--- config.mk ---
export PLATFORM = sky130hd
export DESIGN_NAME = rom_mac_reader
export DESIGN_NICKNAME = d
export VERILOG_FILES = /design/src/rtl/rom_mac_reader.sv
export SDC_FILE = /design/constraint.sdc
export NUM_CORES = 1
export LEC_CHECK = 0
export ABC_CLOCK_PERIOD_IN_PS = 2620
export CORE_ASPECT_RATIO = 0.8
export CORE_MARGIN = 4
export CORE_UTILIZATION = 53
export CTS_BUF_LIST = sky130_fd_sc_hd__clkbuf_8
export CTS_CLUSTER_SIZE = 25
export DETAILED_ROUTE_END_ITERATION = 16
export PLACE_DENSITY_LB_ADDON = 0.3
export SLEW_MARGIN = 10
export SYNTH_ARGS = -nofsm -noshare
export SYNTH_HDL_FRONTEND = slang
export SYNTH_SLANG_ARGS = --single-unit
--- constraint.sdc ---
create_clock -name clk -period 2.62 [get_ports clk]
set_clock_uncertainty 0.15 [all_clocks]
set_input_delay 0.262 -clock clk [delete_from_list [all_inputs] [get_ports clk]]
set_output_delay 0.262 -clock clk [all_outputs]
set_load 0.02 [all_outputs]
--- src/rtl/rom_mac_reader.sv ---
// ---------------------------------------------------------------------------
// rom_mac_reader
//
// Initiator for the dual-address product ROM. A start request launches a run
// over len address pairs (base_1+i, base_2+/-i). The ROM's product output is
// summed into a saturating accumulator for each pair.
//
// Build option:
//   ROM_MAC_READER_REVERSE_EN  defined     -> addr_2 steps downward (base_2-i)
//                              not defined -> addr_2 steps upward   (base_2+i)
//
// Ports:
//   clk       single clock
//   rst_n     synchronous active-low reset
//   start     run request, only honoured in IDLE
//   base_1    first address of stream 1 (latched on start)
//   base_2    first address of stream 2 (latched on start)
//   len       number of pairs, 0..2**ADDR_WIDTH (latched on start)
//   addr_1    registered address to ROM port 1
//   addr_2    registered address to ROM port 2
//   prod_in   ROM product for the current addr_1/addr_2
//   busy      high from start acceptance until done
//   done      one-cycle pulse, acc_out final while high
//   acc_out   registered saturating accumulator
//   overflow  sticky saturation flag, cleared on the next accepted start
// ---------------------------------------------------------------------------
module rom_mac_reader #(
  parameter int DATA_WIDTH = 4,
  parameter int ADDR_WIDTH = 6,
  parameter int ACC_WIDTH  = 16
) (
  input  logic                  clk,
  input  logic                  rst_n,
  input  logic                  start,
  input  logic [ADDR_WIDTH-1:0] base_1,
  input  logic [ADDR_WIDTH-1:0] base_2,
  input  logic [ADDR_WIDTH:0]   len,
  output logic [ADDR_WIDTH-1:0] addr_1,
  output logic [ADDR_WIDTH-1:0] addr_2,
  input  logic [DATA_WIDTH-1:0] prod_in,
  output logic                  busy,
  output logic                  done,
  output logic [ACC_WIDTH-1:0]  acc_out,
  output logic                  overflow
);

  typedef enum logic [1:0] {
    IDLE,
    RUN,
    DONE
  } state_t;

  state_t                state_reg, state_next;
  logic [ADDR_WIDTH-1:0] addr_1_reg, addr_1_next;
  logic [ADDR_WIDTH-1:0] addr_2_reg, addr_2_next;
  logic [ADDR_WIDTH:0]   cnt_reg, cnt_next;
  logic [ADDR_WIDTH:0]   len_reg, len_next;
  logic [ACC_WIDTH-1:0]  acc_reg, acc_next;
  logic                  ovf_reg, ovf_next;
  logic                  busy_reg, busy_next;
  logic                  done_reg, done_next;

  // One extra bit catches the carry out of the accumulator add.
  logic [ACC_WIDTH:0]    acc_sum;
  logic [ADDR_WIDTH-1:0] addr_2_step;

  assign acc_sum = {1'b0, acc_reg} + {{(ACC_WIDTH + 1 - DATA_WIDTH){1'b0}}, prod_in};

`ifdef ROM_MAC_READER_REVERSE_EN
  assign addr_2_step = addr_2_reg - ADDR_WIDTH'(1);
`else
  assign addr_2_step = addr_2_reg + ADDR_WIDTH'(1);
`endif

  always_comb begin
    state_next  = state_reg;
    addr_1_next = addr_1_reg;
    addr_2_next = addr_2_reg;
    cnt_next    = cnt_reg;
    len_next    = len_reg;
    acc_next    = acc_reg;
    ovf_next    = ovf_reg;
    busy_next   = busy_reg;
    done_next   = done_reg;

    case (state_reg)
      IDLE: begin
        if (start) begin
          acc_next = '0;
          ovf_next = 1'b0;
          if (len != '0) begin
            len_next    = len;
            addr_1_next = base_1;
            addr_2_next = base_2;
            cnt_next    = (ADDR_WIDTH + 1)'(1);
            busy_next   = 1'b1;
            state_next  = RUN;
          end else begin
            // Empty run: no addresses are issued, go straight to the done pulse.
            done_next  = 1'b1;
            state_next = DONE;
          end
        end
      end

      RUN: begin
        // prod_in belongs to the addresses driven during this cycle.
        if (acc_sum[ACC_WIDTH]) begin
          acc_next = '1;
          ovf_next = 1'b1;
        end else begin
          acc_next = acc_sum[ACC_WIDTH-1:0];
        end

        if (cnt_reg < len_reg) begin
          addr_1_next = addr_1_reg + ADDR_WIDTH'(1);
          addr_2_next = addr_2_step;
          cnt_next    = cnt_reg + (ADDR_WIDTH + 1)'(1);
        end else begin
          // Last pair consumed; addresses hold their final values.
          busy_next  = 1'b0;
          done_next  = 1'b1;
          state_next = DONE;
        end
      end

      DONE: begin
        done_next  = 1'b0;
        state_next = IDLE;
      end

      default: begin
        busy_next  = 1'b0;
        done_next  = 1'b0;
        state_next = IDLE;
      end
    endcase
  end

  always_ff @(posedge clk) begin
    if (!rst_n) begin
      state_reg  <= IDLE;
      addr_1_reg <= '0;
      addr_2_reg <= '0;
      cnt_reg    <= '0;
      len_reg    <= '0;
      acc_reg    <= '0;
      ovf_reg    <= 1'b0;
      busy_reg   <= 1'b0;
      done_reg   <= 1'b0;
    end else begin
      state_reg  <= state_next;
      addr_1_reg <= addr_1_next;
      addr_2_reg <= addr_2_next;
      cnt_reg    <= cnt_next;
      len_reg    <= len_next;
      acc_reg    <= acc_next;
      ovf_reg    <= ovf_next;
      busy_reg   <= busy_next;
      done_reg   <= done_next;
    end
  end

  assign addr_1   = addr_1_reg;
  assign addr_2   = addr_2_reg;
  assign busy     = busy_reg;
  assign done     = done_reg;
  assign acc_out  = acc_reg;
  assign overflow = ovf_reg;

endmodule

## Word-level counts from Yosys, hierarchy flattened

Cells that the tools add are included.

- Bits in registers: 47
- Bits of input ports: 26
- Output and inout port bits: 31
- Logic and storage cells: 63

- $add $sub $neg: 4
- $lt $le $gt $ge: 1
- Eq/ne operators: 8
- Multiplexer cells: 30
- Bitwise gates (word level): 1
- Reductions and logical operators: 10

Operators with widths:

| cell | number |
|---|---|
| two-way mux 6 bit | 6 |
| two-way mux 16 bit | 2 |
| case mux 16 bit (2 select lines) | 1 |
| case mux 6 bit (2 select lines) | 2 |
| two-way mux 7 bit | 3 |
| adder 16 x 4 -> 17 bit | 1 |
| case mux 7 bit (2 select lines) | 1 |
| adder 6 x 1 -> 6 bit, second input constant | 2 |
| != test 2 bit, second input constant | 6 |
| AND reduction 3 bit | 3 |
| two-way mux 1 bit | 8 |
| AND reduction 4 bit | 2 |
| adder 7 x 1 -> 7 bit, second input constant | 1 |
| less-than comparator 7 bit | 1 |
| nonzero test 7 bit | 1 |
| two-way mux 2 bit | 3 |
| case mux 1 bit (2 select lines) | 2 |
| case mux 2 bit (2 select lines) | 1 |
| AND reduction 2 bit | 2 |
| case mux 1 bit (3 select lines) | 1 |
| equality test 2 x 1 -> 1 bit, second input constant | 1 |
| equality test 2 bit, second input constant | 1 |
| logical NOT 2 bit | 1 |
| nonzero test 2 bit | 1 |
| NOT 1 bit | 1 |

## Longest topological paths before layout

- Depth in word-level cells: 4
- Mapped depth: 8

## Worst setup path before layout

Ideal clock, no wire load.

- Path kind: register to register
- Start: register acc_reg[0] (netlist: acc_out[0])
- End: register acc_reg[8] (netlist: acc_out[8])
- Library setup time: 114 ps
- Data arrival time: 2033 ps
- Required time: 2356 ps
- Setup slack: 323 ps
- Cell stages (with the launch flop): 8
- Path buffers: 0
- Clock period less this slack: 2297 ps
- Cells stage by stage: dfxtp_1 -> ha_1 -> fa_1 -> a21o_1 -> a21oi_1 -> nor3_2 -> a22o_1 -> a21o_1

- Cells in the longest elaborated chain, start to end: 3

RTL lines:

| item | RTL line | source |
|---|---|---|
| from (decl) | 58 | `logic [ACC_WIDTH-1:0] acc_reg, acc_next;` |
| from (signal assigned) | 157 | `acc_reg <= acc_next;` |
| adder 16 x 4 -> 17 bit | 67 | `assign acc_sum = {1'b0, acc_reg} + {{(ACC_WIDTH + 1 - DATA_WIDTH){1'b0}}, prod_in};` |
| two-way mux 16 bit | 108 | `if (acc_sum[ACC_WIDTH]) begin` |
| case mux 16 bit (2 select lines) | 86 | `case (state_reg)` |

No other way between the ends.
A chain may end at the register's enable or synchronous reset.

## Worst setup path after layout

- Start: register len_reg[5]
- End: register cnt_reg[4]

- Cells in the longest elaborated chain, start to end: 3

RTL lines:

| item | RTL line | source |
|---|---|---|
| from (decl) | 57 | `logic [ADDR_WIDTH:0] len_reg, len_next;` |
| from (signal assigned) | 156 | `len_reg <= len_next;` |
| less-than comparator 7 bit | 115 | `if (cnt_reg < len_reg) begin` |
| != test 2 bit (no line) | n/a |  |
| AND reduction 4 bit (no line) | n/a |  |
| to (signal assigned) | 155 | `cnt_reg <= cnt_next;` |
| to (decl) | 56 | `logic [ADDR_WIDTH:0] cnt_reg, cnt_next;` |

No other way between the ends.

==> impl_metrics.tcl <==
set metrics [dict create \
    port_buffers 56 \
    status "complete, no violations" \
    coreArea_um2 4707 \
    yosysMostFrequentCell "nand2_1" \
    drive_gt1_frac 0.07198 \
    max_clock_freq_ghz 0.4449 \
    wl_per_cell_um 16.41 \
    drt-pass1-iter-count 5 \
    hold_buffers 0 \
    synth_seq_cells 47 \
    yosysTopAreaCellShare 0.3561 \
    cts_tree "built" \
    largest_reg_flops 16 \
    max_cap_violations 0 \
    num_rows 22 \
    fin_setup_tns_ps 0 \
    synthFlopType "dfxtp_1" \
    cts_buffer_depth 2 \
    crit_buf_inv 2 \
    yosys.cell_types.count 57 \
    design.die.area_um2 6187 \
    hold_viol_final 0 \
    synth_async_sr_flop_share 0 \
    path_cells "inv_1 > ha_1 > a21o_1 > a211oi_2 > o31ai_2 > buf_4 > or3_1 > a21oi_1" \
    place_hpwl_mm 5.150 \
    drtIter0Drc 177 \
    drv_slew 0 \
    insertedDiodeCount 0 \
    ys_warn_count 0 \
    crit_path_top_delay_cell "or3_1" \
    totalWireLength_mm 7.369 \
    dp.cells 441 \
    cp_top_family "compound AO/OA/AOI/OAI gates" \
    die_h_um 71.16 \
    initial_utilization 0.5614 \
    io-pin-count 57 \
    postCtsSetupRepairBufs 0 \
    final_nets 428 \
    clock_latency_ps 310 \
    critPathArrivalTime_ps 2340 \
    p_per_area_nw_per_um2 551.0 \
    syn_nets 371 \
    syn_to_final_growth_pct 29.50 \
    setup_viol 0 \
    route.vias.total 2756 \
    cp-start-kind "flip-flop" \
    grtUsageTotal 0.2413 \
    hp-class "flip-flop to flip-flop" \
    cts_buffers 5 \
    syn_area_um2 2643 \
    tightest_slew_ps 658.0 \
    grt_overflow 0 \
    critical_path_class "flip-flop to flip-flop" \
    cts.clk_slew.worst_paths_ps 90 \
    grt_start_max_net_pins 33 \
    place_congestion 0.9034 \
    drcViolationCount 0 \
    yosysTopAreaCell "dfxtp_1" \
    stdcell_count 449 \
    worst_path_largest_cell_delay_ps 360 \
    synthTopCellsByCount "nand2_1, dfxtp_1, a21oi_1" \
    die_x_um 86.95 \
    ant_nets 0 \
    synth_edf_count 0 \
    period_needed_ps 2248 \
    avgSynthCellArea_um2 7.983 \
    first_global_vias 2634 \
    htree_levels 2 \
    routed_via_density 6.138 \
    synth.area.top_cells "dfxtp_1, nand2_1, ha_1" \
    antenna_found_initial 0 \
    rsz0062_at_grt "false" \
    crit_fanout 15 \
    cellLeakagePower_nw 1.291 \
    netlist_instances 331 \
    root_buffer "clkbuf_8" \
    peakVddDrop_v 0.0005048 \
    cts.sinks 47 \
    grt_pass1_wl_mm 12.21 \
    crit_required_ps 2710 \
    ctsResizeCount 0 \
    yosysSeqAreaShare 0.3561 \
    slew_headroom 0.5597 \
    worstSetupEndpointType "flip-flop" \
    post-route-period-util 0.8578 \
]
-- worst register-to-register path, stage by stage, from the launching register on --
cell      delay (ps)
dfxtp_1          350
inv_1             50
ha_1             290
a21o_1           190
a211oi_2         310
o31ai_2          130
buf_4            200
or3_1            360
a21oi_1          150
-- cell type report --
class	instances	area [um^2]
Multi-Input combinational cell	256	1580
Tap cell	60	75.07
Timing Repair Buffer	65	640.6
Clock buffer	5	68.82
Clock inverter	3	67.56
Fill cell	381	1285
Inverter	13	48.80
Sequential cell	47	940.9
-- metal layers --
layer  GRT usage  up-vias  part of all wire
met5           0        -                 0
met4     0.05536        0            0.0077
met3     0.04773        9             0.081
met2      0.3825      136              0.46
met1      0.3374     1276              0.45
li1            -     1335                 -
-- metrics by stage --
stage	worst slack (ps)	instance area [um^2]	hold slack (ps)	utilization	total power [mW]
floorplan	323.0	2643	248.0	-	1.077
global placement	137.0	3286	295.4	0.6980	1.237
detailed placement	90.25	3286	298.9	0.6980	1.251
CTS	386.9	3422	311.8	0.7270	1.880
global route	269.9	3422	332.4	0.7270	1.953
finish	372.4	3422	313.8	0.7270	1.886
-- power breakdown --
part	internal, mW	total, mW	switching [mW]
Sequential	0.758	0.807	0.0498
Clock	0.381	0.644	0.264
Combinational	0.197	0.434	0.237
Total	1.33	1.89	0.551
-- path summary, 6_finish.rpt --
| kind | start | slack (ps) | cells after the start | endpoint |
|---|---|---|---|---|
| worst max-delay path | len_reg[5] | 370 | 8 | cnt_reg[4] |
| worst min-delay path | len_reg[3] | 310 | 2 | len_reg[3] |
| worst max register to register | len_reg[5] | 370 | 8 | cnt_reg[4] |
| worst min register to register | len_reg[3] | 310 | 2 | len_reg[3] |
-- cell usage in the layout, fill, tap and decap left out, types with 6 or more instances in the layout --
cell type / instances
ha_1: 13
buf_4: 8
a21o_1: 6
nor2_1: 23
nand3_1: 16
dfxtp_1: 47
a22oi_1: 6
nand2_1: 49
nor3_1: 15
a21oi_1: 29
inv_1: 12
clkdlybuf4s50_1: 56
or3_1: 6
nand4_1: 8
o32ai_1: 7
and3_1: 6
o21ai_0: 13
-- logic make-up (layout without fill, tap and decap cells) --
logic type,count (synthesis),count (layout),synth area share
compound gates,99,99,0.2623
buf+inv,28,86,0.04592
fa+ha+maj,14,14,0.06913
mux,2,2,0.007576
xor+xnor,1,1,0.003315
simple gates,140,140,0.2557
flops,47,47,0.3561
Note: power is estimated with default switching activity, not from simulation.
==> edit, RTL diff (same flow settings) <==
Reset style: asynchronous (`rst_n`), changed in one clocked block. Comments in the files are not updated.
--- a/src/rtl/rom_mac_reader.sv
+++ b/src/rtl/rom_mac_reader.sv
@@ -137,7 +137,7 @@
     endcase
   end
 
-  always_ff @(posedge clk) begin
+  always_ff @(posedge clk or negedge rst_n) begin
     if (!rst_n) begin
       state_reg  <= IDLE;
       addr_1_reg <= '0;
Check against the original RTL: differs if rst_n is asserted again (counterexample within 4 cycles, from zero or initial values and one cycle with rst_n low); with rst_n held inactive, the same outputs for 10 cycles.
==> edit against the original RTL <==
  * Wire length decreased by 13%
  * Highest routed layer unchanged
  * Global-route usage is 2.2 points lower
  * Synthesized area is 1.8% lower
  * Synthesized cell count shrank 14%
  * Sequential cell count unchanged
  * Worst setup slack got worse by 120 ps
  * Final area fell by 2.3%
  * Via count shrank 11%
  * Count of clock-buffer cells in the layout unchanged
Power is not compared: it rests on default switching activity, and its combinational part moved more than twofold at a synthesized area within 25%.
==> edit: results (changes against the original RTL) <==
- The share of final-layout standard cells stronger than drive strength 1 is 0.0659 (was 0.0720).
- The number of H-tree levels is 2 (unchanged).
- The total clock buffers created by CTS is 5 (unchanged).
- The transition time at the pin with the least slew margin is 527 ps (was 658 ps).
- The cell area after placement is 3250 µm² (was 3290 µm²).
- The class of the worst hold path was in2async (was reg2reg).
- Outcome: completed (unchanged).
- The post-synthesis sequential area ratio is 0.453 (was 0.356).
- The worst-case IR drop observed on VDD is 0.628 mV.
- Leading cell types by total area after synthesis: dfrtp_1 45%, ha_1 6.3%, nand2_1 6.1%, nand3_1 5.6%, o211ai_1 4.3% (was dfxtp_1 36%, nand2_1 7.0%, ha_1 6.2%, a21oi_1 5.5%, nor2_1 3.3%).
- The post-cts sizing count was 0 (unchanged).
- The remaining design rule violation count is 0 (unchanged).
- The share of flip-flops with an asynchronous set or reset is 1.00 (was 0).
- The first-pass GRT wire length was 10,800 µm (was 12,200 µm).
- The final period demand of the worst path is 2370 ps (was 2250 ps).
- The final instance count without filler cells was 409 (was 449).
- The number of global-route vias before repair is 2,317 (was 2,634).
- The number of input and output port buffers inserted is 56 (unchanged).
- The average detailed-routed wire length per instance was 15.8 µm (was 16.4 µm).
- The half-perimeter wire length of the detailed placement result is 4860 µm (was 5150 µm).
- The clock root buffer is clkbuf_8 (unchanged).
- The post-synthesis net count came to 325 (was 371).
- The clock tree buffer depth is 2 (unchanged).
- The number of antenna violations at the first check in global routing came to 0 (unchanged).
- The weighted congestion at the end of routability-driven global placement came to 0.865 (was 0.903).
- The post-synthesis area per instance was 9.11 µm² (was 7.98 µm²).
- The global routing usage summed across all routing layers is 0.219 (was 0.241).
- The top fanout value on the critical path is 3 (was 15).
- Top cells by instance count after synthesis: 47 x dfrtp_1, 42 x nand2_1, 29 x nand3_1 (was 49 x nand2_1, 47 x dfxtp_1, 29 x a21oi_1).
- The number of nets in the final layout was 388 (was 428).
- The critical path data arrival time is 2450 ps (was 2340 ps).
- The maximum number of pins on one net before global-route repair is 30 (was 33).
- The count of cell types in the netlist was 44 (was 57).
- The number of placed cells counting well taps is 400 (was 441).
- The via count came to 2,465 (was 2,756).
- After clock tree synthesis, the clock-pin slew on the worst setup and hold paths is 80 ps.
- For the worst-skew pair, the clock arrives at the later sink with an insertion delay of 300 ps.
- The antenna cell count is 0 (unchanged).
- The count of synthesis-stage warnings from yosys was 0 (unchanged).
- The number of detailed-routing iterations run before antenna repair is 4 (was 5).
- The number of flip-flops in the largest register came to 16 (unchanged).
- Summed over all cells, the static leakage comes to 1.43 nW.
- The DRC marker count from the first detailed-route iteration is 226 (was 177).
- The flip-flop cell with the highest count after synthesis is dfrtp_1 (was dfxtp_1).
- The worst setup slack after placement is -1.01 ps (was 90.3 ps).
-- edit: changes by cell type after synthesis, moves of 7 or more --
cell / unedited run / this run
o211ai_1: 5 / 15
dfrtp_1: 0 / 47
a21oi_1: 29 / 11
o32ai_1: 7 / 0
nand2_1: 49 / 42
nand3_1: 16 / 29
dfxtp_1: 47 / 0
nor2_1: 23 / 13
-- edit: final timing paths --
check	to	depth (start not counted)	startpoint	slack, ps
min in group clk	len_reg[0]	2	len_reg[0]	320
hold / removal	addr_1[4]	2	rst_n	270
hold reg to reg	len_reg[0]	2	len_reg[0]	320
max in group asynchronous	len_reg[6]	3	rst_n	1330
setup / recovery	acc_out[10]	7	acc_out[0]	250
setup reg to reg	acc_out[10]	7	acc_out[0]	250
-- edit: logic make-up (layout without fill, tap and decap cells) --
family / Yosys count / in the layout / share of synthesized area
multiplexers: 1 / 1 / 0.00386
adder cells (fa/ha/maj): 14 / 14 / 0.0704
XOR/XNOR: 3 / 3 / 0.0101
AND/OR/NAND/NOR: 114 / 114 / 0.210
buffers and inverters: 26 / 90 / 0.0419
flip-flops: 47 / 47 / 0.453
AO/OA/AOI/OAI: 80 / 80 / 0.211
-- edit: layer usage --
| metal | up-vias | part of all wire | track usage |
|---|---|---|---|
| met5 | - | 0 | 0 |
| met4 | 0 | 0.010 | 0.0623 |
| met3 | 7 | 0.068 | 0.0442 |
| met2 | 94 | 0.46 | 0.343 |
| met1 | 1181 | 0.46 | 0.311 |
| li1 | 1183 | - | - |
-- edit: through the flow --
step / utilization / hold WS (ps)
3_5_place_dp: 0.699 / 69.1
2_1_floorplan: - / -184
5_1_grt: 0.719 / 307
4_1_cts: 0.719 / 286
3_3_place_gp: 0.699 / 67.7
6_report: 0.719 / 270
-- edit: final cells by class --
cell class | instances | area (µm²)
clock inverters | 3 | 12.5
repair buffers | 68 | 648
multi-input cells | 212 | 1310
inverters | 14 | 52.6
clock buffers | 5 | 68.8
well taps | 60 | 75.1
fillers | 374 | 1310
flip-flops and latches | 47 | 1180
-- edit: power breakdown --
part | internal, W | switching, W
registers | 0.000978 | 0.000254
clock network | 0.000180 | 0.000240
logic | 0.000829 | 0.00109
total | 0.00199 | 0.00158
-- edit: repair_timing --
action / CTS / global route
setup buffers: 0 / 0
hold buffers: 1 / 0
endpoints found under the hold margin: 18 / 0
-- edit: worst max-delay path, stage by stage, from the launching register on --
cell and delay, ps:
dfrtp_1 410, ha_1 230, fa_1 440, a211oi_1 400, nor2_1 120, and3_1 200, o211a_1 200, o21ai_0 140
